--- src/rtl/conv_16_sdiv_24s_8s.sv ---
// conv_16_sdiv_24s_8s
// Sequential signed divider for the requantize/normalize path. It divides a
// signed accumulator value (din0) by a signed weight/scale (din1) using radix-2
// restoring division on magnitudes, one quotient bit per enabled cycle. It then
// applies C-style truncating signs and saturates the quotient to dout_WIDTH.
//
// Optional feature: define CONV_16_SDIV_ROUND_EN to round the quotient half
// away from zero before saturation. rem still reports the truncation remainder.
//
// Ports:
//   ap_clk    clock, rising edge
//   ap_rst_n  synchronous active-low reset
//   ce        clock enable; all state and outputs hold while low
//   start     request, sampled in IDLE only
//   din0      signed dividend (din0_WIDTH)
//   din1      signed divisor (din1_WIDTH)
//   busy      high while in CALC or FIX
//   done      one-enabled-cycle pulse when results update
//   dout      saturated signed quotient (dout_WIDTH)
//   rem       signed remainder, sign follows dividend (din1_WIDTH)
//   ovf       quotient was clamped
//   div0      divisor was zero
module conv_16_sdiv_24s_8s #(
    parameter int din0_WIDTH = 24,
    parameter int din1_WIDTH = 8,
    parameter int dout_WIDTH = 16
) (
    input  logic                  ap_clk,
    input  logic                  ap_rst_n,
    input  logic                  ce,
    input  logic                  start,
    input  logic [din0_WIDTH-1:0] din0,
    input  logic [din1_WIDTH-1:0] din1,
    output logic                  busy,
    output logic                  done,
    output logic [dout_WIDTH-1:0] dout,
    output logic [din1_WIDTH-1:0] rem,
    output logic                  ovf,
    output logic                  div0
);

    localparam int CW = $clog2(din0_WIDTH + 1);

    // Quotient magnitude limits, one bit wider than the dividend so a
    // rounded-up magnitude never wraps before the compare.
    localparam logic [din0_WIDTH:0] POS_LIM = (din0_WIDTH+1)'((1 << (dout_WIDTH-1)) - 1);
    localparam logic [din0_WIDTH:0] NEG_LIM = (din0_WIDTH+1)'(1 << (dout_WIDTH-1));
    localparam logic [dout_WIDTH-1:0] Q_MAX = {1'b0, {(dout_WIDTH-1){1'b1}}};
    localparam logic [dout_WIDTH-1:0] Q_MIN = {1'b1, {(dout_WIDTH-1){1'b0}}};

    typedef enum logic [1:0] {S_IDLE, S_CALC, S_FIX} state_t;

    state_t                 state_q, state_d;
    logic [CW-1:0]          cnt_q, cnt_d;
    logic [din0_WIDTH-1:0]  dvd_q, dvd_d;    // dividend bits out MSB-first, quotient bits in LSB
    logic [din1_WIDTH-1:0]  dsr_q, dsr_d;    // |divisor|
    logic [din1_WIDTH-1:0]  racc_q, racc_d;  // partial remainder, always < |divisor|
    logic                   s0_q, s0_d;      // dividend sign
    logic                   s1_q, s1_d;      // divisor sign
    logic                   z_q, z_d;        // divisor is zero
    logic [dout_WIDTH-1:0]  dout_q, dout_d;
    logic [din1_WIDTH-1:0]  rem_q, rem_d;
    logic                   ovf_q, ovf_d;
    logic                   div0_q, div0_d;
    logic                   done_q, done_d;

    logic [din0_WIDTH-1:0]  a_mag;
    logic [din1_WIDTH-1:0]  b_mag;
    logic [din1_WIDTH:0]    shifted;
    logic [din0_WIDTH:0]    qmag;
    logic                   neg;

    always_comb begin
        // |din0| fits unsigned in din0_WIDTH bits, including the most negative value.
        a_mag   = din0[din0_WIDTH-1] ? ({din0_WIDTH{1'b0}} - din0) : din0;
        b_mag   = din1[din1_WIDTH-1] ? ({din1_WIDTH{1'b0}} - din1) : din1;
        shifted = {racc_q, dvd_q[din0_WIDTH-1]};
        neg     = s0_q ^ s1_q;

        qmag = {1'b0, dvd_q};
`ifdef CONV_16_SDIV_ROUND_EN
        // Half away from zero: round up the magnitude when 2*|rem| >= |divisor|.
        if ({racc_q, 1'b0} >= {1'b0, dsr_q})
            qmag = qmag + {{din0_WIDTH{1'b0}}, 1'b1};
`endif

        state_d = state_q;
        cnt_d   = cnt_q;
        dvd_d   = dvd_q;
        dsr_d   = dsr_q;
        racc_d  = racc_q;
        s0_d    = s0_q;
        s1_d    = s1_q;
        z_d     = z_q;
        dout_d  = dout_q;
        rem_d   = rem_q;
        ovf_d   = ovf_q;
        div0_d  = div0_q;
        done_d  = 1'b0;

        case (state_q)
            S_IDLE: begin
                if (start) begin
                    dvd_d   = a_mag;
                    dsr_d   = b_mag;
                    racc_d  = '0;
                    s0_d    = din0[din0_WIDTH-1];
                    s1_d    = din1[din1_WIDTH-1];
                    z_d     = (din1 == '0);
                    cnt_d   = CW'(din0_WIDTH);
                    state_d = S_CALC;
                end
            end
            S_CALC: begin
                // The difference is below |divisor|, so the low bits are exact.
                if (shifted >= {1'b0, dsr_q}) begin
                    racc_d = shifted[din1_WIDTH-1:0] - dsr_q;
                    dvd_d  = {dvd_q[din0_WIDTH-2:0], 1'b1};
                end else begin
                    racc_d = shifted[din1_WIDTH-1:0];
                    dvd_d  = {dvd_q[din0_WIDTH-2:0], 1'b0};
                end
                cnt_d = cnt_q - CW'(1);
                if (cnt_q == CW'(1))
                    state_d = S_FIX;
            end
            S_FIX: begin
                done_d  = 1'b1;
                state_d = S_IDLE;
                if (z_q) begin
                    dout_d = s0_q ? Q_MIN : Q_MAX;
                    rem_d  = '0;
                    ovf_d  = 1'b0;
                    div0_d = 1'b1;
                end else begin
                    div0_d = 1'b0;
                    rem_d  = s0_q ? ({din1_WIDTH{1'b0}} - racc_q) : racc_q;
                    if (neg) begin
                        ovf_d  = (qmag > NEG_LIM);
                        dout_d = (qmag > NEG_LIM) ? Q_MIN
                                                  : ({dout_WIDTH{1'b0}} - qmag[dout_WIDTH-1:0]);
                    end else begin
                        ovf_d  = (qmag > POS_LIM);
                        dout_d = (qmag > POS_LIM) ? Q_MAX : qmag[dout_WIDTH-1:0];
                    end
                end
            end
            default: state_d = S_IDLE;
        endcase
    end

    always_ff @(posedge ap_clk) begin
        if (!ap_rst_n) begin
            state_q <= S_IDLE;
            cnt_q   <= '0;
            dvd_q   <= '0;
            dsr_q   <= '0;
            racc_q  <= '0;
            s0_q    <= 1'b0;
            s1_q    <= 1'b0;
            z_q     <= 1'b0;
            dout_q  <= '0;
            rem_q   <= '0;
            ovf_q   <= 1'b0;
            div0_q  <= 1'b0;
            done_q  <= 1'b0;
        end else if (ce) begin
            state_q <= state_d;
            cnt_q   <= cnt_d;
            dvd_q   <= dvd_d;
            dsr_q   <= dsr_d;
            racc_q  <= racc_d;
            s0_q    <= s0_d;
            s1_q    <= s1_d;
            z_q     <= z_d;
            dout_q  <= dout_d;
            rem_q   <= rem_d;
            ovf_q   <= ovf_d;
            div0_q  <= div0_d;
            done_q  <= done_d;
        end
    end

    assign busy = (state_q != S_IDLE);
    assign done = done_q;
    assign dout = dout_q;
    assign rem  = rem_q;
    assign ovf  = ovf_q;
    assign div0 = div0_q;

endmodule

--- config.mk ---
export PLATFORM = sky130hd
export DESIGN_NAME = conv_16_sdiv_24s_8s
export DESIGN_NICKNAME = d
export VERILOG_FILES = /design/src/rtl/conv_16_sdiv_24s_8s.sv
export SDC_FILE = /design/constraint.sdc
export NUM_CORES = 1
export LEC_CHECK = 0
export ABC_AREA = 1
export CAP_MARGIN = 10
export CELL_PAD_IN_SITES_DETAIL_PLACEMENT = 0
export CELL_PAD_IN_SITES_GLOBAL_PLACEMENT = 1
export CORE_MARGIN = 5
export CORE_UTILIZATION = 25
export CTS_CLUSTER_SIZE = 28
export DETAILED_ROUTE_END_ITERATION = 8
export HOLD_SLACK_MARGIN = 0.08
export PLACE_DENSITY = 0.53
export SETUP_SLACK_MARGIN = 0.5
export SLEW_MARGIN = 20
export SYNTH_ARGS = -nofsm -noshare
export SYNTH_HDL_FRONTEND = slang
export SYNTH_SLANG_ARGS = --single-unit
export TNS_END_PERCENT = 100
--- constraint.sdc ---
create_clock -name ap_clk -period 5.69 [get_ports ap_clk]
set_clock_uncertainty 0.1 [all_clocks]
set_input_delay 1.138 -clock ap_clk [delete_from_list [all_inputs] [get_ports ap_clk]]
set_output_delay 1.138 -clock ap_clk [all_outputs]
set_load 0.005 [all_outputs]
Word-level counts from Yosys, hierarchy flattened
Index checks and enable logic that the tools add are counted.
Storage, ports and cells
  register bits after elaboration: 77
  input port bits: 36
  output and inout port bits: 28
  logic and storage cells: 60
Operators by class
  add/subtract/negate cells: 6
  $lt $le $gt $ge: 3
  equality and inequality tests: 5
  muxes and demuxes: 24
  bitwise gates (word level): 1
  reductions and logical operators: 8
Operator list (count)
  16-bit two-way mux: 5
  24-bit two-way mux: 2
  24-bit one-hot mux with 2 select lines: 1
  8-bit two-way mux: 5
  24-bit by 15-bit greater-than comparator with 1-bit output (second input constant): 1
  24-bit by 16-bit greater-than comparator with 1-bit output (second input constant): 1
  1-bit by 24-bit subtractor with 24-bit output (first input constant): 1
  8-bit one-hot mux with 2 select lines: 1
  1-bit by 16-bit subtractor with 16-bit output (first input constant): 1
  1-bit by 8-bit subtractor with 8-bit output (first input constant): 2
  5-bit one-hot mux with 2 select lines: 1
  9-bit by 8-bit greater-or-equal comparator with 1-bit output: 1
  3-bit AND reduction: 3
  8-bit zero test: 1
  8-bit subtractor: 1
  5-bit by 1-bit equality test with 1-bit output (second input constant): 1
  1-bit two-way mux: 5
  5-bit two-way mux: 1
  5-bit by 1-bit subtractor with 5-bit output (second input constant): 1
  2-bit two-way mux: 2
  2-bit != test (second input constant): 2
  2-bit one-hot mux with 2 select lines: 1
  2-bit nonzero test: 2
  2-bit by 1-bit equality test with 1-bit output (second input constant): 1
  4 further kinds: 4

Depth between registers and ports, before layout
  depth in word-level cells: 4
  depth in mapped cells: 13
  gate-level depth less buffers: 13

Least setup slack after synthesis
OpenSTA, ideal clock, no wires.
  path kind: input to register
  start point: in din0[0]
  end point: reg dvd_q[20]
  setup time: 0.132 ns
  data arrival time: 2.196 ns
  data required time: 5.458 ns
  setup slack: 3.262 ns
  stages: 12
  path buffers: 1
  cell sequence: inv_1 > ha_1 > nand3_1 > nand2_1 > nand2_1 > nor2_1 > buf_2 > nand3_1 > nand2_1 > nand3_1 > nand2_1 > a21oi_1
Between the ends
  cells in the longest elaborated chain, start to end: 4
Ends and longest elaborated chain
  from (decl): RTL line 32  | input logic [din0_WIDTH-1:0] din0,
  1-bit by 24-bit subtractor with 24-bit output: RTL line 75  | a_mag = din0[din0_WIDTH-1] ? ({din0_WIDTH{1'b0}} - din0) : din0;
  24-bit two-way mux: RTL line 75
  24-bit two-way mux: RTL line 103  | if (start) begin
  24-bit one-hot mux with 2 select lines: RTL line 101  | case (state_q)
  to (signal assigned): RTL line 170  | dvd_q <= dvd_d;
  to (decl): RTL line 55  | logic [din0_WIDTH-1:0] dvd_q, dvd_d;
No other way between the ends. The select of a mux whose other input is x is not followed.
A chain may end at the register's enable or synchronous reset.

Worst setup path after layout
  start point: in din0[23]
  end point: reg dvd_q[14]
Between the ends
  cells in the longest elaborated chain, start to end: 3
Ends and longest elaborated chain (RTL line)
  24-bit two-way mux: 75
  24-bit two-way mux: 103
  24-bit one-hot mux with 2 select lines: 101
No other way between the ends. The select of a mux whose other input is x is not followed.

==> flow_summary.rst <==
.. list-table::
   :header-rows: 1

   * - Metric
     - Value
   * - Share of the synthesized area in the top cell type
     - 29.6%
   * - Net count of the mapped netlist
     - 905
   * - Number of placement rows
     - 52
   * - Average via count per standard cell
     - 4.53
   * - Die height
     - 154 um
   * - Critical Path Sink
     - dvd_q[14]$_SDFFE_PN0P_
   * - Placed Cells
     - 1158
   * - Hold-fix buffers at CTS
     - 0
   * - Final critical-path required period
     - 3290 ps
   * - Worst hold margin
     - 366 ps
   * - Maximum frequency from static timing analysis
     - 0.304 GHz
   * - Design area
     - 6310 um^2
   * - Endpoint class of the critical path
     - flip-flop
   * - Overall global routing resource usage
     - 14.6%
   * - Instance count of the mapped netlist
     - 854
   * - NumNets Final
     - 950
   * - Core area
     - 20400 um^2
   * - Number of DRC violations after detailed-routing iteration 0
     - 274
   * - Sum of net half-perimeters after detailed placement
     - 13.1 mm
   * - Number of max-cap violations
     - 0
   * - Clock transition time at the flip-flop clock pins of the worst setup and hold paths
     - 70 ps
   * - Number of buffers and inverters on the critical path
     - 2
   * - Post-cts sizing count
     - 0
   * - Reg-to-Reg End
     - dvd_q[0]$_SDFFE_PN0P_
   * - Delay of the slowest cell on the worst path
     - 800 ps
   * - Arrival time at the worst endpoint
     - 3410 ps
   * - Required time at the worst-slack endpoint
     - 5810 ps
   * - Overall power
     - 1.63 mW
   * - Clock Tree Buf Depth
     - 2
   * - Start point of the critical path
     - din0[23]
   * - Leakage component of the power
     - 2.68 nW
   * - Dominant cell type by count on the critical path
     - sky130_fd_sc_hd__nand2_1
   * - Global-route met2 utilization
     - 23.0%
   * - Share of the clock period used by the worst path
     - 57.8%
   * - Initial antenna violation count
     - 0
   * - Met3 Usage GRT
     - 3.07%
   * - Final Hold Violating Endpoints
     - 0
   * - Share of layout cells above drive strength 1
     - 4.31%
   * - Wire length of the first global-routing pass
     - 28.1 mm
   * - Final count of negative-setup-slack endpoints
     - 0
   * - Yosys synthesis warning count
     - 0
   * - Mapped Avg Cell Area
     - 6.09 um^2
   * - Post-synthesis sequential element count
     - 77
   * - Num CTS Buffers
     - 9
   * - Antenna viol nets, final
     - 0
   * - Total clock sinks
     - 77
   * - Leftover overflow at the end of global routing
     - 0
   * - Non-Filler Instances
     - 1174
   * - Routed vias
     - 5321
   * - Maximum fanout count along the critical path
     - 22
   * - Top FF cell, synth
     - sky130_fd_sc_hd__dfxtp_1
   * - Worst min path class
     - flip-flop to flip-flop
   * - Dpl ws
     - 2060 ps
   * - Final weighted congestion in routability-driven placement
     - 0.769
   * - Result of the run
     - complete, no violations
   * - Crit path depth
     - 9
   * - Met1 GRT Util
     - 20.7%
   * - TritonCTS clock tree
     - built
   * - Power Dens Cells
     - 259 nW/um^2
   * - Synth-to-Final Area Change
     - 21.4%
   * - Max-slew headroom
     - 48.2%
   * - Sequential element share of the synthesized area
     - 29.6%
   * - Critical register-to-register path startpoint
     - racc_q[3]$_SDFFE_PN0P_
   * - Synth unique cells
     - 41
   * - Worst-Skew Late Latency
     - 340 ps
   * - Critical Path, Cell by Cell
     - clkdlybuf4s50_1 -> inv_1 -> a21oi_1 -> nor2_1 -> nand2_1 -> nand2_1 -> nand2_1 -> o21ai_0 -> a21oi_1
   * - Number of iterations in the first detailed-routing pass
     - 5
   * - Netlist area before placement
     - 5200 um^2
   * - Number of global-route vias before repair
     - 5094
   * - Floorplan die area
     - 23800 um^2
   * - Die outline width
     - 154 um
   * - Startpoint Class
     - input port
   * - Post-CTS setup buffers
     - 0
   * - Worst Max-Slew Pin Slew
     - 776 ps
   * - Mean routed wirelength per cell
     - 14.6 um
   * - Number of cell instances on the worst register-to-register path
     - 9
   * - Most frequent standard cell in the layout excluding fill and tap cells
     - sky130_fd_sc_hd__nand2_1
   * - Commonest cells after routing, fill and taps aside
     - sky130_fd_sc_hd__nand2_1, sky130_fd_sc_hd__nand3_1, sky130_fd_sc_hd__inv_1
   * - Area after DPL
     - 6030 um^2
   * - Proportion of register bits with asynchronous set or reset after synthesis
     - 0%
   * - Number of port buffers
     - 63
   * - Unrepaired setup endpoints after global routing
     - no
   * - Starting density of the core
     - 25.5%
   * - Global routing's busiest layer
     - met2
   * - Final TNS setup
     - 0 ps
   * - Number of levels the H-tree was split into
     - 3
   * - Diode count
     - 0
   * - Clock root buffer
     - sky130_fd_sc_hd__clkbuf_16
   * - Worst reg-to-reg setup slack
     - 3370 ps
   * - Max VDD drop
     - 0.000129 V
   * - Ports
     - 64
   * - Final wirelength
     - 17.1 mm
   * - Slowest cell on crit path
     - sky130_fd_sc_hd__clkdlybuf4s50_1
   * - Largest delay share family, worst path
     - buffers and inverters
   * - Drc violations
     - 0
   * - Synth area leader
     - sky130_fd_sc_hd__dfxtp_1
   * - Final-report max-slew violation count
     - 0
   * - Maximum number of pins on one net before global-route repair
     - 47
   * - Post-route core utilization
     - 31.0%
   * - Cell types occupying the most area after synthesis
     - sky130_fd_sc_hd__dfxtp_1, sky130_fd_sc_hd__nand2_1, sky130_fd_sc_hd__nand3_1
   * - Number of enable-type register cells in the synthesized netlist
     - 0
   * - Crit path setup slack, layout
     - 2400 ps
   * - Crit Path Category
     - input port to flip-flop
==> power breakdown <==
| group | leakage (nW) | internal (mW) | switching, mW |
|---|---|---|---|
| clock | 0.133 | 0.301 | 0.259 |
| sequential | 0.626 | 0.564 | 0.0295 |
| combinational | 1.92 | 0.167 | 0.312 |
==> metal layers <==
metal / wire length, um / vias to the layer above
li1: - / 2870
met1: 8630 / 2361
met2: 7700 / 85
met3: 630 / 5
met4: 125 / 0
met5: 0 / -
==> registers in the layout, summed over array words and instances, names as in the netlist <==
name / flops
ovf: 1
racc_q: 8
rem: 8
cnt_q: 5
dvd_q: 24
dsr_q: 8
done: 1
s1_q: 1
div0: 1
state_q: 2
s0_q: 1
dout: 16
z_q: 1
==> how the worst min path moves through the flow <==
| stage | from | endpoint | slack (ps) | cells past startpoint |
|---|---|---|---|---|
| after global routing | dvd_q[19]$_SDFFE_PN0P_ | dvd_q[19]$_SDFFE_PN0P_ | 390 | 2 |
| after CTS | dvd_q[19]$_SDFFE_PN0P_ | dvd_q[19]$_SDFFE_PN0P_ | 370 | 2 |
| after detailed placement | dvd_q[19]$_SDFFE_PN0P_ | dvd_q[19]$_SDFFE_PN0P_ | 360 | 2 |
| final | rem[5]$_SDFFE_PN0P_ | rem[5]$_SDFFE_PN0P_ | 370 | 2 |
| after floorplan | dvd_q[18]$_SDFFE_PN0P_ | dvd_q[18]$_SDFFE_PN0P_ | 350 | 2 |
| after global placement | dvd_q[19]$_SDFFE_PN0P_ | dvd_q[19]$_SDFFE_PN0P_ | 360 | 2 |
==> synth_stat cells (all sizes together) (8+ instances only) <==
cell type and count:
dfxtp 77, nand2 248, nor3 8, clkbuf 13, inv 94, o21ai 71
nand3 92, nor2 87, ha 14, buf 18, a21oi 81, xor2 10
==> final cells by class <==
class	count	area, um^2
multi-input cells	651	3150
inverters	95	357
flip-flops and latches	77	1540
clock buffers	9	225
clock inverters	7	55.1
fillers	2286	14000
well taps	270	338
repair buffers	65	646
==> cell families after synthesis <==
kind of cell,count (synthesis),share of synthesized area [%]
xor gates and xnor gates,17,3.01
adders and majority gates,15,3.75
and+or+nand+nor,452,37.1
buffers and inverters,126,9.76
AOI/OAI and AO/OA,167,16.7
DFF,77,29.6
==> worst reg2reg max path, stage by stage (launching register included) <==
cell and delay [ps]:
sky130_fd_sc_hd__dfxtp_1 470, sky130_fd_sc_hd__ha_1 340, sky130_fd_sc_hd__nand2_1 80, sky130_fd_sc_hd__inv_1 60, sky130_fd_sc_hd__nand3_1 60, sky130_fd_sc_hd__o21ai_0 90
sky130_fd_sc_hd__nor2_2 350, sky130_fd_sc_hd__nand2_1 320, sky130_fd_sc_hd__o21ai_0 250, sky130_fd_sc_hd__a21oi_1 80
Note: power is estimated with default switching activity, not from simulation.
